<file path="src/rtl/bus_matrix_axi_splitter.sv">
// AXI4-Lite 1-to-M splitter with pipelined outstanding transactions per direction.
// Unmapped addresses go to an internal DECERR responder (target index M_SLAVES).
module bus_matrix_axi_splitter #(
    parameter int M_SLAVES        = 4,
    parameter int DATA_WIDTH      = 32,
    parameter int ADDR_WIDTH      = 32,
    parameter int MAX_OUTSTANDING = 4,
    parameter logic [M_SLAVES*ADDR_WIDTH-1:0] SLV_BASE_FLAT = '0,
    parameter logic [M_SLAVES*ADDR_WIDTH-1:0] SLV_MASK_FLAT = '0
) (
    input  logic                             aclk,
    input  logic                             areset,
    input  logic [ADDR_WIDTH-1:0]            awaddr_i,
    input  logic [2:0]                       awprot_i,
    input  logic                             awvalid_i,
    output logic                             awready_o,
    input  logic [DATA_WIDTH-1:0]            wdata_i,
    input  logic [DATA_WIDTH/8-1:0]          wstrb_i,
    input  logic                             wvalid_i,
    output logic                             wready_o,
    output logic [1:0]                       bresp_o,
    output logic                             bvalid_o,
    input  logic                             bready_i,
    input  logic [ADDR_WIDTH-1:0]            araddr_i,
    input  logic [2:0]                       arprot_i,
    input  logic                             arvalid_i,
    output logic                             arready_o,
    output logic [DATA_WIDTH-1:0]            rdata_o,
    output logic [1:0]                       rresp_o,
    output logic                             rvalid_o,
    input  logic                             rready_i,
    output logic [M_SLAVES*ADDR_WIDTH-1:0]   s_awaddr_o,
    output logic [M_SLAVES*3-1:0]            s_awprot_o,
    output logic [M_SLAVES-1:0]              s_awvalid_o,
    input  logic [M_SLAVES-1:0]              s_awready_i,
    output logic [M_SLAVES*DATA_WIDTH-1:0]   s_wdata_o,
    output logic [M_SLAVES*DATA_WIDTH/8-1:0] s_wstrb_o,
    output logic [M_SLAVES-1:0]              s_wvalid_o,
    input  logic [M_SLAVES-1:0]              s_wready_i,
    input  logic [M_SLAVES*2-1:0]            s_bresp_i,
    input  logic [M_SLAVES-1:0]              s_bvalid_i,
    output logic [M_SLAVES-1:0]              s_bready_o,
    output logic [M_SLAVES*ADDR_WIDTH-1:0]   s_araddr_o,
    output logic [M_SLAVES*3-1:0]            s_arprot_o,
    output logic [M_SLAVES-1:0]              s_arvalid_o,
    input  logic [M_SLAVES-1:0]              s_arready_i,
    input  logic [M_SLAVES*DATA_WIDTH-1:0]   s_rdata_i,
    input  logic [M_SLAVES*2-1:0]            s_rresp_i,
    input  logic [M_SLAVES-1:0]              s_rvalid_i,
    output logic [M_SLAVES-1:0]              s_rready_o
);

    localparam int TW = $clog2(M_SLAVES + 1);
    localparam int CW = $clog2(MAX_OUTSTANDING + 1);
    localparam int PW = (MAX_OUTSTANDING > 1) ? $clog2(MAX_OUTSTANDING) : 1;
    localparam int SW = DATA_WIDTH / 8;
    localparam logic [TW-1:0] ERR  = TW'(M_SLAVES);
    localparam logic [CW-1:0] MAXC = CW'(MAX_OUTSTANDING);

    // Lowest-index hit wins because the loop walks down and overwrites.
    function automatic logic [TW-1:0] decode(input logic [ADDR_WIDTH-1:0] addr);
        logic [TW-1:0] t;
        t = ERR;
        for (int i = M_SLAVES - 1; i >= 0; i--) begin
            if ((addr & SLV_MASK_FLAT[i*ADDR_WIDTH +: ADDR_WIDTH]) ==
                SLV_BASE_FLAT[i*ADDR_WIDTH +: ADDR_WIDTH])
                t = TW'(i);
        end
        return t;
    endfunction

    function automatic logic [PW-1:0] nextPtr(input logic [PW-1:0] p);
        return (p == PW'(MAX_OUTSTANDING - 1)) ? '0 : p + PW'(1);
    endfunction

    logic [CW-1:0] r_wCnt, r_wErr, r_fCnt, r_rCnt, r_rErr;
    logic [TW-1:0] r_wTgt, r_rTgt;
    logic [PW-1:0] r_fRd, r_fWr;
    logic [TW-1:0] r_fifo [MAX_OUTSTANDING];

    logic [TW-1:0] w_awTgt, w_wHead, w_arTgt;
    logic w_awAllow, w_awSlvReady, w_awHs;
    logic w_fEmpty, w_wHeadVld, w_wSlvReady, w_wHs, w_push, w_pop;
    logic w_bSlvValid, w_bHs, w_wErrInc, w_bErrDec;
    logic [1:0] w_bSlvResp;
    logic w_arAllow, w_arSlvReady, w_arHs;
    logic w_rSlvValid, w_rHs, w_rErrInc, w_rErrDec;
    logic [1:0] w_rSlvResp;
    logic [DATA_WIDTH-1:0] w_rSlvData;

    // Write address, W routing and B return path.
    always_comb begin
        w_awTgt      = decode(awaddr_i);
        w_awAllow    = !areset && (r_wCnt < MAXC) && (r_wCnt == '0 || w_awTgt == r_wTgt);
        w_awSlvReady = 1'b1;
        s_awvalid_o  = '0;
        s_awaddr_o   = '0;
        s_awprot_o   = '0;
        for (int i = 0; i < M_SLAVES; i++) begin
            if (w_awTgt == TW'(i)) begin
                w_awSlvReady = s_awready_i[i];
                if (w_awAllow) begin
                    s_awvalid_o[i]                       = awvalid_i;
                    s_awaddr_o[i*ADDR_WIDTH +: ADDR_WIDTH] = awaddr_i;
                    s_awprot_o[i*3 +: 3]                 = awprot_i;
                end
            end
        end
        awready_o = w_awAllow && w_awSlvReady;
        w_awHs    = awvalid_i && awready_o;

        w_fEmpty    = (r_fCnt == '0);
        w_wHead     = w_fEmpty ? w_awTgt : r_fifo[r_fRd];
        w_wHeadVld  = !areset && (!w_fEmpty || w_awHs);
        w_wSlvReady = 1'b1;
        s_wvalid_o  = '0;
        s_wdata_o   = '0;
        s_wstrb_o   = '0;
        for (int i = 0; i < M_SLAVES; i++) begin
            if (w_wHead == TW'(i)) begin
                w_wSlvReady = s_wready_i[i];
                if (w_wHeadVld) begin
                    s_wvalid_o[i]                          = wvalid_i;
                    s_wdata_o[i*DATA_WIDTH +: DATA_WIDTH]  = wdata_i;
                    s_wstrb_o[i*SW +: SW]                  = wstrb_i;
                end
            end
        end
        wready_o  = w_wHeadVld && w_wSlvReady;
        w_wHs     = wvalid_i && wready_o;
        w_push    = w_awHs && !(w_fEmpty && w_wHs);
        w_pop     = w_wHs && !w_fEmpty;
        w_wErrInc = w_wHs && (w_wHead == ERR);

        w_bSlvValid = 1'b0;
        w_bSlvResp  = 2'b00;
        s_bready_o  = '0;
        for (int i = 0; i < M_SLAVES; i++) begin
            if (r_wTgt == TW'(i)) begin
                w_bSlvValid = s_bvalid_i[i];
                w_bSlvResp  = s_bresp_i[i*2 +: 2];
                s_bready_o[i] = bready_i && (r_wCnt != '0);
            end
        end
        if (r_wTgt == ERR) begin
            bvalid_o = (r_wCnt != '0) && (r_wErr != '0);
            bresp_o  = 2'b11;
        end else begin
            bvalid_o = (r_wCnt != '0) && w_bSlvValid;
            bresp_o  = w_bSlvResp;
        end
        w_bHs     = bvalid_o && bready_i;
        w_bErrDec = w_bHs && (r_wTgt == ERR);
    end

    always_comb begin
        w_arTgt      = decode(araddr_i);
        w_arAllow    = !areset && (r_rCnt < MAXC) && (r_rCnt == '0 || w_arTgt == r_rTgt);
        w_arSlvReady = 1'b1;
        s_arvalid_o  = '0;
        s_araddr_o   = '0;
        s_arprot_o   = '0;
        for (int i = 0; i < M_SLAVES; i++) begin
            if (w_arTgt == TW'(i)) begin
                w_arSlvReady = s_arready_i[i];
                if (w_arAllow) begin
                    s_arvalid_o[i]                         = arvalid_i;
                    s_araddr_o[i*ADDR_WIDTH +: ADDR_WIDTH] = araddr_i;
                    s_arprot_o[i*3 +: 3]                   = arprot_i;
                end
            end
        end
        arready_o = w_arAllow && w_arSlvReady;
        w_arHs    = arvalid_i && arready_o;
        w_rErrInc = w_arHs && (w_arTgt == ERR);

        w_rSlvValid = 1'b0;
        w_rSlvResp  = 2'b00;
        w_rSlvData  = '0;
        s_rready_o  = '0;
        for (int i = 0; i < M_SLAVES; i++) begin
            if (r_rTgt == TW'(i)) begin
                w_rSlvValid = s_rvalid_i[i];
                w_rSlvResp  = s_rresp_i[i*2 +: 2];
                w_rSlvData  = s_rdata_i[i*DATA_WIDTH +: DATA_WIDTH];
                s_rready_o[i] = rready_i && (r_rCnt != '0);
            end
        end
        if (r_rTgt == ERR) begin
            rvalid_o = (r_rCnt != '0) && (r_rErr != '0);
            rresp_o  = 2'b11;
            rdata_o  = '0;
        end else begin
            rvalid_o = (r_rCnt != '0) && w_rSlvValid;
            rresp_o  = w_rSlvResp;
            rdata_o  = w_rSlvData;
        end
        w_rHs     = rvalid_o && rready_i;
        w_rErrDec = w_rHs && (r_rTgt == ERR);
    end

    // Outstanding counters, targets, DECERR credit counters and the W-route FIFO.
    always_ff @(posedge aclk or posedge areset) begin
        if (areset) begin
            r_wCnt <= '0;
            r_wErr <= '0;
            r_wTgt <= '0;
            r_rCnt <= '0;
            r_rErr <= '0;
            r_rTgt <= '0;
            r_fCnt <= '0;
            r_fRd  <= '0;
            r_fWr  <= '0;
            for (int i = 0; i < MAX_OUTSTANDING; i++) r_fifo[i] <= '0;
        end else begin
            if (w_awHs && !w_bHs)      r_wCnt <= r_wCnt + CW'(1);
            else if (!w_awHs && w_bHs) r_wCnt <= r_wCnt - CW'(1);
            if (w_awHs) r_wTgt <= w_awTgt;

            if (w_wErrInc && !w_bErrDec)      r_wErr <= r_wErr + CW'(1);
            else if (!w_wErrInc && w_bErrDec) r_wErr <= r_wErr - CW'(1);

            if (w_push) begin
                r_fifo[r_fWr] <= w_awTgt;
                r_fWr         <= nextPtr(r_fWr);
            end
            if (w_pop) r_fRd <= nextPtr(r_fRd);
            if (w_push && !w_pop)      r_fCnt <= r_fCnt + CW'(1);
            else if (!w_push && w_pop) r_fCnt <= r_fCnt - CW'(1);

            if (w_arHs && !w_rHs)      r_rCnt <= r_rCnt + CW'(1);
            else if (!w_arHs && w_rHs) r_rCnt <= r_rCnt - CW'(1);
            if (w_arHs) r_rTgt <= w_arTgt;

            if (w_rErrInc && !w_rErrDec)      r_rErr <= r_rErr + CW'(1);
            else if (!w_rErrInc && w_rErrDec) r_rErr <= r_rErr - CW'(1);
        end
    end

endmodule

</file>
<file path="config.mk">
export PLATFORM = sky130hd
export DESIGN_NAME = bus_matrix_axi_splitter
export DESIGN_NICKNAME = d
export VERILOG_FILES = /design/src/rtl/bus_matrix_axi_splitter.sv
export SDC_FILE = /design/constraint.sdc
export NUM_CORES = 1
export LEC_CHECK = 0
export CAP_MARGIN = 20
export CORE_AREA = 2 2 293 295
export CTS_CLUSTER_SIZE = 8
export DETAILED_ROUTE_END_ITERATION = 8
export DIE_AREA = 0 0 295 297
export HOLD_SLACK_MARGIN = 0.1
export SYNTH_ARGS = -nofsm -noshare
export SYNTH_HDL_FRONTEND = slang
export SYNTH_SLANG_ARGS = --single-unit
</file>
<file path="constraint.sdc">
create_clock -name aclk -period 3.9 [get_ports aclk]
set_input_delay 0.78 -clock aclk [delete_from_list [all_inputs] [get_ports aclk]]
set_output_delay 0.78 -clock aclk [all_outputs]
set_load 0.01 [all_outputs]
</file>
==> reports/results.tsv, run 1 <==
metric	value	unit
final.period_utilization	0.9850	
htreeDepth	1	
maxCapViolCount	0	
first_pass_iters	4	
yosysMostFrequentCell	buf_4	
tightest_slew	608.6	ps
die_y	297	µm
initialDrtViolationCount	129	
setup_violations	0	
syn2layout_area_growth	94.04	%
endpoint_kind	output pin	
synthCells	671	
synth_top_family_by_area	buffers and inverters	
clkTransAtPathRegs	70	ps
synthMuxAreaShare	0.04626	
crit_type	in -> out	
cp_top_family	buffers and inverters	
grt_busiest_layer	met2	
drive_gt1_frac	0.09562	
post-route-util	0.1075	
rsz0062_at_grt	yes	
fp.dieW	295	µm
p_total	2.212	mW
crit_fanout	13	
status	finished clean	
cts_sinks	25	
grt_pass1_vias	4438	
clock_latency	260	ps
ys_ff_latch	25	
use_met1	0.05535	
io_buffers	347	
met3_usage	0.01076	
synth_compound_area_frac	0.03984	
cts_setup_buffers	0	
final_cells	2149	
wl_per_cell	11.45	µm
yosysSeqAreaShare	0.1337	
synthesis.area	0.004679	mm²
io_pins	762	
synth_top_area_frac	0.4139	
p_int	1.251	mW
p_leak	3.720	nW
yosysWarnings	0	
postSynthAreaPerCell	6.974	µm²
max_freq	260.3	MHz
floorplan.rows	107	
finalHoldViolCount	0	
power.switching	961.8	µW
synthTopCellsByArea	buf_4 (41%), dfrtp_1 (13%), nor2_1 (13%)	
cts-root-buf	clkbuf_16	
yosysTopAreaCell	buf_4	
dieArea	0.08762	mm²
synth-edff-count	0	
ctsResizeCount	1	
synth_common_cells	buf_4 (258), nor2_1 (162), and2_1 (74)	
placedCellCount	2143	
clockPowerShare	0.109	
relSlewSlack	0.5943	
cpMostUsedCell	nor2_1	
clk_path_buf_depth	2	
synthAdderAreaFrac	0.03422	
grt_max_degree	40	
crit_chain	clkdlybuf4s50_1 > nor2_1 > and3_1 > buf_4 > nor2_1 > nor2_4 > buf_6 > nand2_1 > nor2_1 > clkdlybuf4s50_1	
cp-start-kind	input port	
drc	0	
met2_usage	0.1023	
vdd_drop_max	0.1757	mV
gr-total-overflow	0	
sw_frac_of_total	0.4347	
hpwl	22.16	mm
cts_tree	done	
viasPerCell	2.248	
slowest_stage	clkdlybuf4s50_1	
seq_power_share	0.197	
ant_nets	0	
core_area	0.08448	mm²
synth-simple-area-share	0.2818	
synthArstFlopShare	1.000	
synthFlopType	dfrtp_1	
postCtsHoldBufs	0	
layout.nets	1293	
critPathBufInv	4	
gp_congestion	0.7322	
finalCriticalPeriod	3841	ps
grt_pass1_wl	31.88	mm
track_usage	0.05203	
cp.arrival	3060	ps
worst_hold_path_type	reg -> reg	
power.density	243.7	mW/mm²
cp_slowest_stage_delay	550	ps
antenna_found_initial	3	
yosysUniqueCellTypes	38	
drv_slew	0	
fin_skew	3.815	ps
synthXorXnorAreaFrac	0.01684	
pwr-share-comb	0.694	
finalWirelength	24.60	mm
cp.required	3120	ps
vias	4832	
cts_inserted_buffers	3	
start_util	0.05539	
## kinds of logic (layout without fill, tap and decap cells)
group           after synthesis  in the layout
compound gates               22             22
xor+xnor                      9              9
fa+ha+maj                    11             11
buf+inv                     294            406
flops                        25             25
mux                          16             16
other cells                   1            223
simple gates                293            293
## path summary, 6_finish.rpt
path                                  startpoint                     to  slack (ps)  depth (start not counted)
min reg2reg                r_fCnt[2]$_DFFE_PP0P_  r_fCnt[2]$_DFFE_PP0P_         500                          1
max                                       areset          s_wdata_o[35]          60                         10
min in group asynchronous                 areset  r_wCnt[2]$_DFFE_PP0P_        1040                          3
max in group asynchronous                 areset  r_fifo[1]$_DFFE_PP0P_        2430                          4
max reg2reg                 r_fRd[0]$_DFFE_PP0P_  r_fCnt[2]$_DFFE_PP0P_         710                         12
min                        r_fCnt[2]$_DFFE_PP0P_  r_fCnt[2]$_DFFE_PP0P_         500                          1
## registers in the layout (all words and copies together), names as in the netlist
register,flops
r_fifo,12
r_wCnt,3
r_fCnt,3
r_fRd,2
r_fWr,2
r_rCnt,3
## area by class of cell
cell class	instances	area, µm²
diodes	1	2.502
clock buffers	3	75.07
clock inverters	1	8.758
fillers	9792	75400
inverters	7	26.28
multi-input cells	573	2843
flip-flops and latches	25	625.6
well taps	1144	1431
repair buffers	395	4068
## worst register-to-register path, cell delays in order (launching register included)
cell and delay, ps:
dfrtp_1 630, mux2i_1 330, nand2b_1 100, o32ai_2 370
nand2_2 110, buf_12 190, o211ai_2 270, ha_1 240
inv_1 60, fa_1 380, xor2_1 150, nor2_1 120
xor2_1 160
## stage by stage
step	cell area (µm²)	setup TNS [ps]	hold WS (ps)	worst slack (ps)
after floorplan	5509	0	457.9	981.6
after global placement	8907	0	486.3	17.74
after detailed placement	8907	-0.1608	492.2	-0.1608
after CTS	8994	0	509.5	2.773
after global routing	9080	-343.9	535.5	-46.53
final	9080	0	500.8	58.51
## metal layers
metal,wire length (µm),up-vias,part of all wire
met4,601,0,0.024
met5,0,-,0
met2,12930,417,0.53
met1,8977,2129,0.36
met3,2093,42,0.085
li1,-,2244,-
## layout by cell type, fill, tap and decap left out, types with 4 or more instances in the layout
master             n
dlymetal6s2s_1    14
inv_1              7
buf_12            17
nand2_2            9
a21boi_0          11
conb_1           222
nor3_1             4
mux2_2             7
buf_4             44
clkdlybuf4s50_1  318
xor2_1             6
mux2i_1            4
nor2_1           160
nor2b_1            4
ha_1               8
nand2_1           32
dfrtp_1           25
and2_1            74
## power by group through the flow
stage / logic, mW / clock network [mW] / registers [mW]
floorplan: 0.931 / 0 / 0.394
global placement: 1.56 / 0 / 0.438
CTS: 1.57 / 0.260 / 0.438
detailed placement: 1.57 / 0 / 0.442
finish: 1.54 / 0.241 / 0.437
global route: 1.68 / 0.267 / 0.454
No activity file was read; power rests on OpenSTA's default activity.
==> run 2: changes to the inputs <==
Clock period 3.9 ns to 4.3 ns, I/O delays scaled along.
==> run 2 against run 1 <==
- routed wire length up 0.98%
- critical path type unchanged
- hold slack worse by 14 ps
- sequential share of layout area up 0.21 points
- die area unchanged
- critical path depth down 1
- register-to-register slack better by 410 ps
- via count down 2.2%
- core utilization down 0.32 points
- critical endpoint is now s_wdata_o[75]
- sequential power down 10%
- highest routed layer unchanged
==> reports/results.tsv, run 2 (same netlist as run 1, synthesis figures left out) <==
metric	value	unit	change
status	finished clean		
endpoint_kind	output pin		
fin_skew	3.944	ps	+0.1295 ps
io_buffers	347		unchanged
crit_type	in -> out		
reg2reg_to	r_fCnt[2]$_DFFE_PP0P_		
p_leak	3.356	nW	-9.8%
hpwl	22.39	mm	+1.0%
dieArea	0.08762	mm²	unchanged
antenna_found_initial	3		unchanged
relSlewSlack	0.6009		+0.006600
num-fill-cells	9838		+0.47%
final_cell_mix	clkdlybuf4s50_1 (332), conb_1 (222), nor2_1 (160)		
final.period_utilization	0.9590		
whs	486.8	ps	-14.00 ps
postCtsHoldBufs	0		unchanged
grt_pass1_wl	31.44	mm	-1.4%
min_to	r_fCnt[2]$_DFFE_PP0P_		
seq_area	625.6	µm²	unchanged
layout.nets	1270		-1.8%
post-route-util	0.1043		-0.003155
p_int	1.086	mW	-13%
wl_met3	2.061	mm	-1.5%
cts_sinks	25		unchanged
final.setup.tns	0	ps	unchanged
first_pass_iters	4		unchanged
start_util	0.05539		unchanged
gp_congestion	0.7140		-2.5%
grt_max_degree	39		-2.5%
finalCriticalPeriod	4124	ps	
cp.arrival	3260	ps	+200 ps
rr_worst_depth	11		-1
rrSetupSlack	1120	ps	+410 ps
crit_fanout	13		unchanged
maxCapViolCount	0		unchanged
max_freq	242.5	MHz	
cp_slowest_stage_delay	560	ps	about the same
finalWirelength	24.84	mm	+0.98%
ant_nets	0		unchanged
floorplan.rows	107		unchanged
clkTransAtPathRegs	70	ps	about the same
pwr-share-comb	0.684		-0.010
gr-total-overflow	0		unchanged
initialDrtViolationCount	165		+28%
track_usage	0.05175		-0.0002712
setup_violations	0		unchanged
io_pins	762		unchanged
wl_met2	13.54	mm	+4.8%
critPathBufInv	3		-1
sw_frac_of_total	0.4410		+0.006307
drc	0		unchanged
cp_top_family	buffers and inverters		
htreeDepth	1		unchanged
vias	4728		-2.2%
ctsResizeCount	0		-1
grt_pass1_vias	4199		-5.4%
cts-root-buf	clkbuf_16		
reg2reg_from	r_fRd[0]$_DFFE_PP0P_		
wl_per_cell	11.68	µm	+2.0%
syn2layout_area_growth	88.34	%	
cpMostUsedCell	nor2_1		
vdd_drop_max	0.1259	mV	-28%
rsz0062_at_grt	no		
final_common_cell	clkdlybuf4s50_1		
highest_layer	met4		
cp-start-kind	input port		
viasPerCell	2.223		-1.1%
cts_tree	done		
clockPowerShare	0.114		+0.005
drive_gt1_frac	0.06626		-0.02936
fp.dieW	295	µm	unchanged
worst_hold_path_type	reg -> reg		
core_area	0.08448	mm²	unchanged
slowest_stage	clkdlybuf4s50_1		
wl_met1	8.844	mm	-1.5%
clock_latency	260	ps	about the same
power.density	220.4	mW/mm²	-9.6%
multi_input_area	0.002823	mm²	-0.70%
min-delay-start	r_fCnt[2]$_DFFE_PP0P_		
tightest_slew	598.7	ps	-9.900 ps
cts_setup_buffers	0		unchanged
die_y	297	µm	unchanged
largest_reg_flops	12		unchanged
finalHoldViolCount	0		unchanged
hold_path_depth	1		unchanged
cp.required	3440	ps	+320 ps
largest-register	r_fifo		
crit_chain	clkdlybuf4s50_1 > nor2_1 > and3_1 > nor2_1 > nor2_4 > buf_4 > nand2_1 > nor2_1 > clkdlybuf4s50_1		
clk_path_buf_depth	2		unchanged
power.switching	856.6	µW	-11%
cts_inserted_buffers	3		unchanged
seq_power_share	0.202		+0.005
drv_slew	0		unchanged
==> run 2: changes by cell type in the layout (fill, tap and decap cells not counted), sizes merged <==
cell / before / now
buf: 63 / 40
clkdlybuf4s50: 318 / 332
dlymetal6s2s: 14 / 0
diode: 1 / 2
==> run 2: stage by stage <==
| step | area [µm²] | std cells | setup WS (ps) | total power, mW |
|---|---|---|---|---|
| finish | 8813 | 2127 | 176.4 | 1.942 |
| global placement | 8697 | 2120 | 121.3 | 1.749 |
| floorplan | 5509 | 892 | 1222 | 1.202 |
| detailed placement | 8725 | 2121 | 120.1 | 1.763 |
| CTS | 8808 | 2125 | 111.4 | 2.001 |
| global route | 8808 | 2125 | 21.88 | 2.110 |
==> run 2: final cells by class <==
cell class,instances,area share
Antenna cell,2,0.0005679
Clock buffer,3,0.008518
Clock inverter,1,0.0009938
Inverter,7,0.002981
Multi-Input combinational cell,573,0.3203
Sequential cell,25,0.07098
Tap cell,1144,0.1624
Timing Repair Buffer,372,0.4333
==> run 2: layer usage <==
layer | GRT usage | up-vias
met1 | 0.05434 | 2087
li1 | - | 2199
met5 | 0 | -
met3 | 0.01113 | 38
met4 | 0.008989 | 0
met2 | 0.1040 | 404
==> run 2: power groups by stage <==
| stage | registers, mW | logic (mW) | clock network, mW |
|---|---|---|---|
| after floorplan | 0.358 | 0.844 | 0 |
| after global placement | 0.397 | 1.35 | 0 |
| after detailed placement | 0.400 | 1.36 | 0 |
| after CTS | 0.396 | 1.37 | 0.236 |
| after global routing | 0.408 | 1.46 | 0.244 |
| final | 0.393 | 1.33 | 0.221 |
==> run 2: how the worst max path moves through the flow <==
| stage | end | cells past startpoint | start | slack, ps |
|---|---|---|---|---|
| final | s_wdata_o[75] | 9 | areset | 180 |
| after global routing | s_wdata_o[101] | 9 | areset | 20 |
| after CTS | s_wdata_o[5] | 9 | areset | 110 |
| after detailed placement | s_wdata_o[5] | 9 | areset | 120 |
| after global placement | s_wdata_o[5] | 9 | areset | 120 |
| after floorplan | s_wdata_o[10] | 8 | areset | 1220 |
==> run 2: worst reg2reg max path, delay by kind of cell (launching register included) <==
family	cells	cell delay [ps]
compound gates	2	700
buf+inv	1	60
simple gates	3	500
xor+xnor	2	300
flops	1	610
mux	1	340
fa+ha+maj	2	610
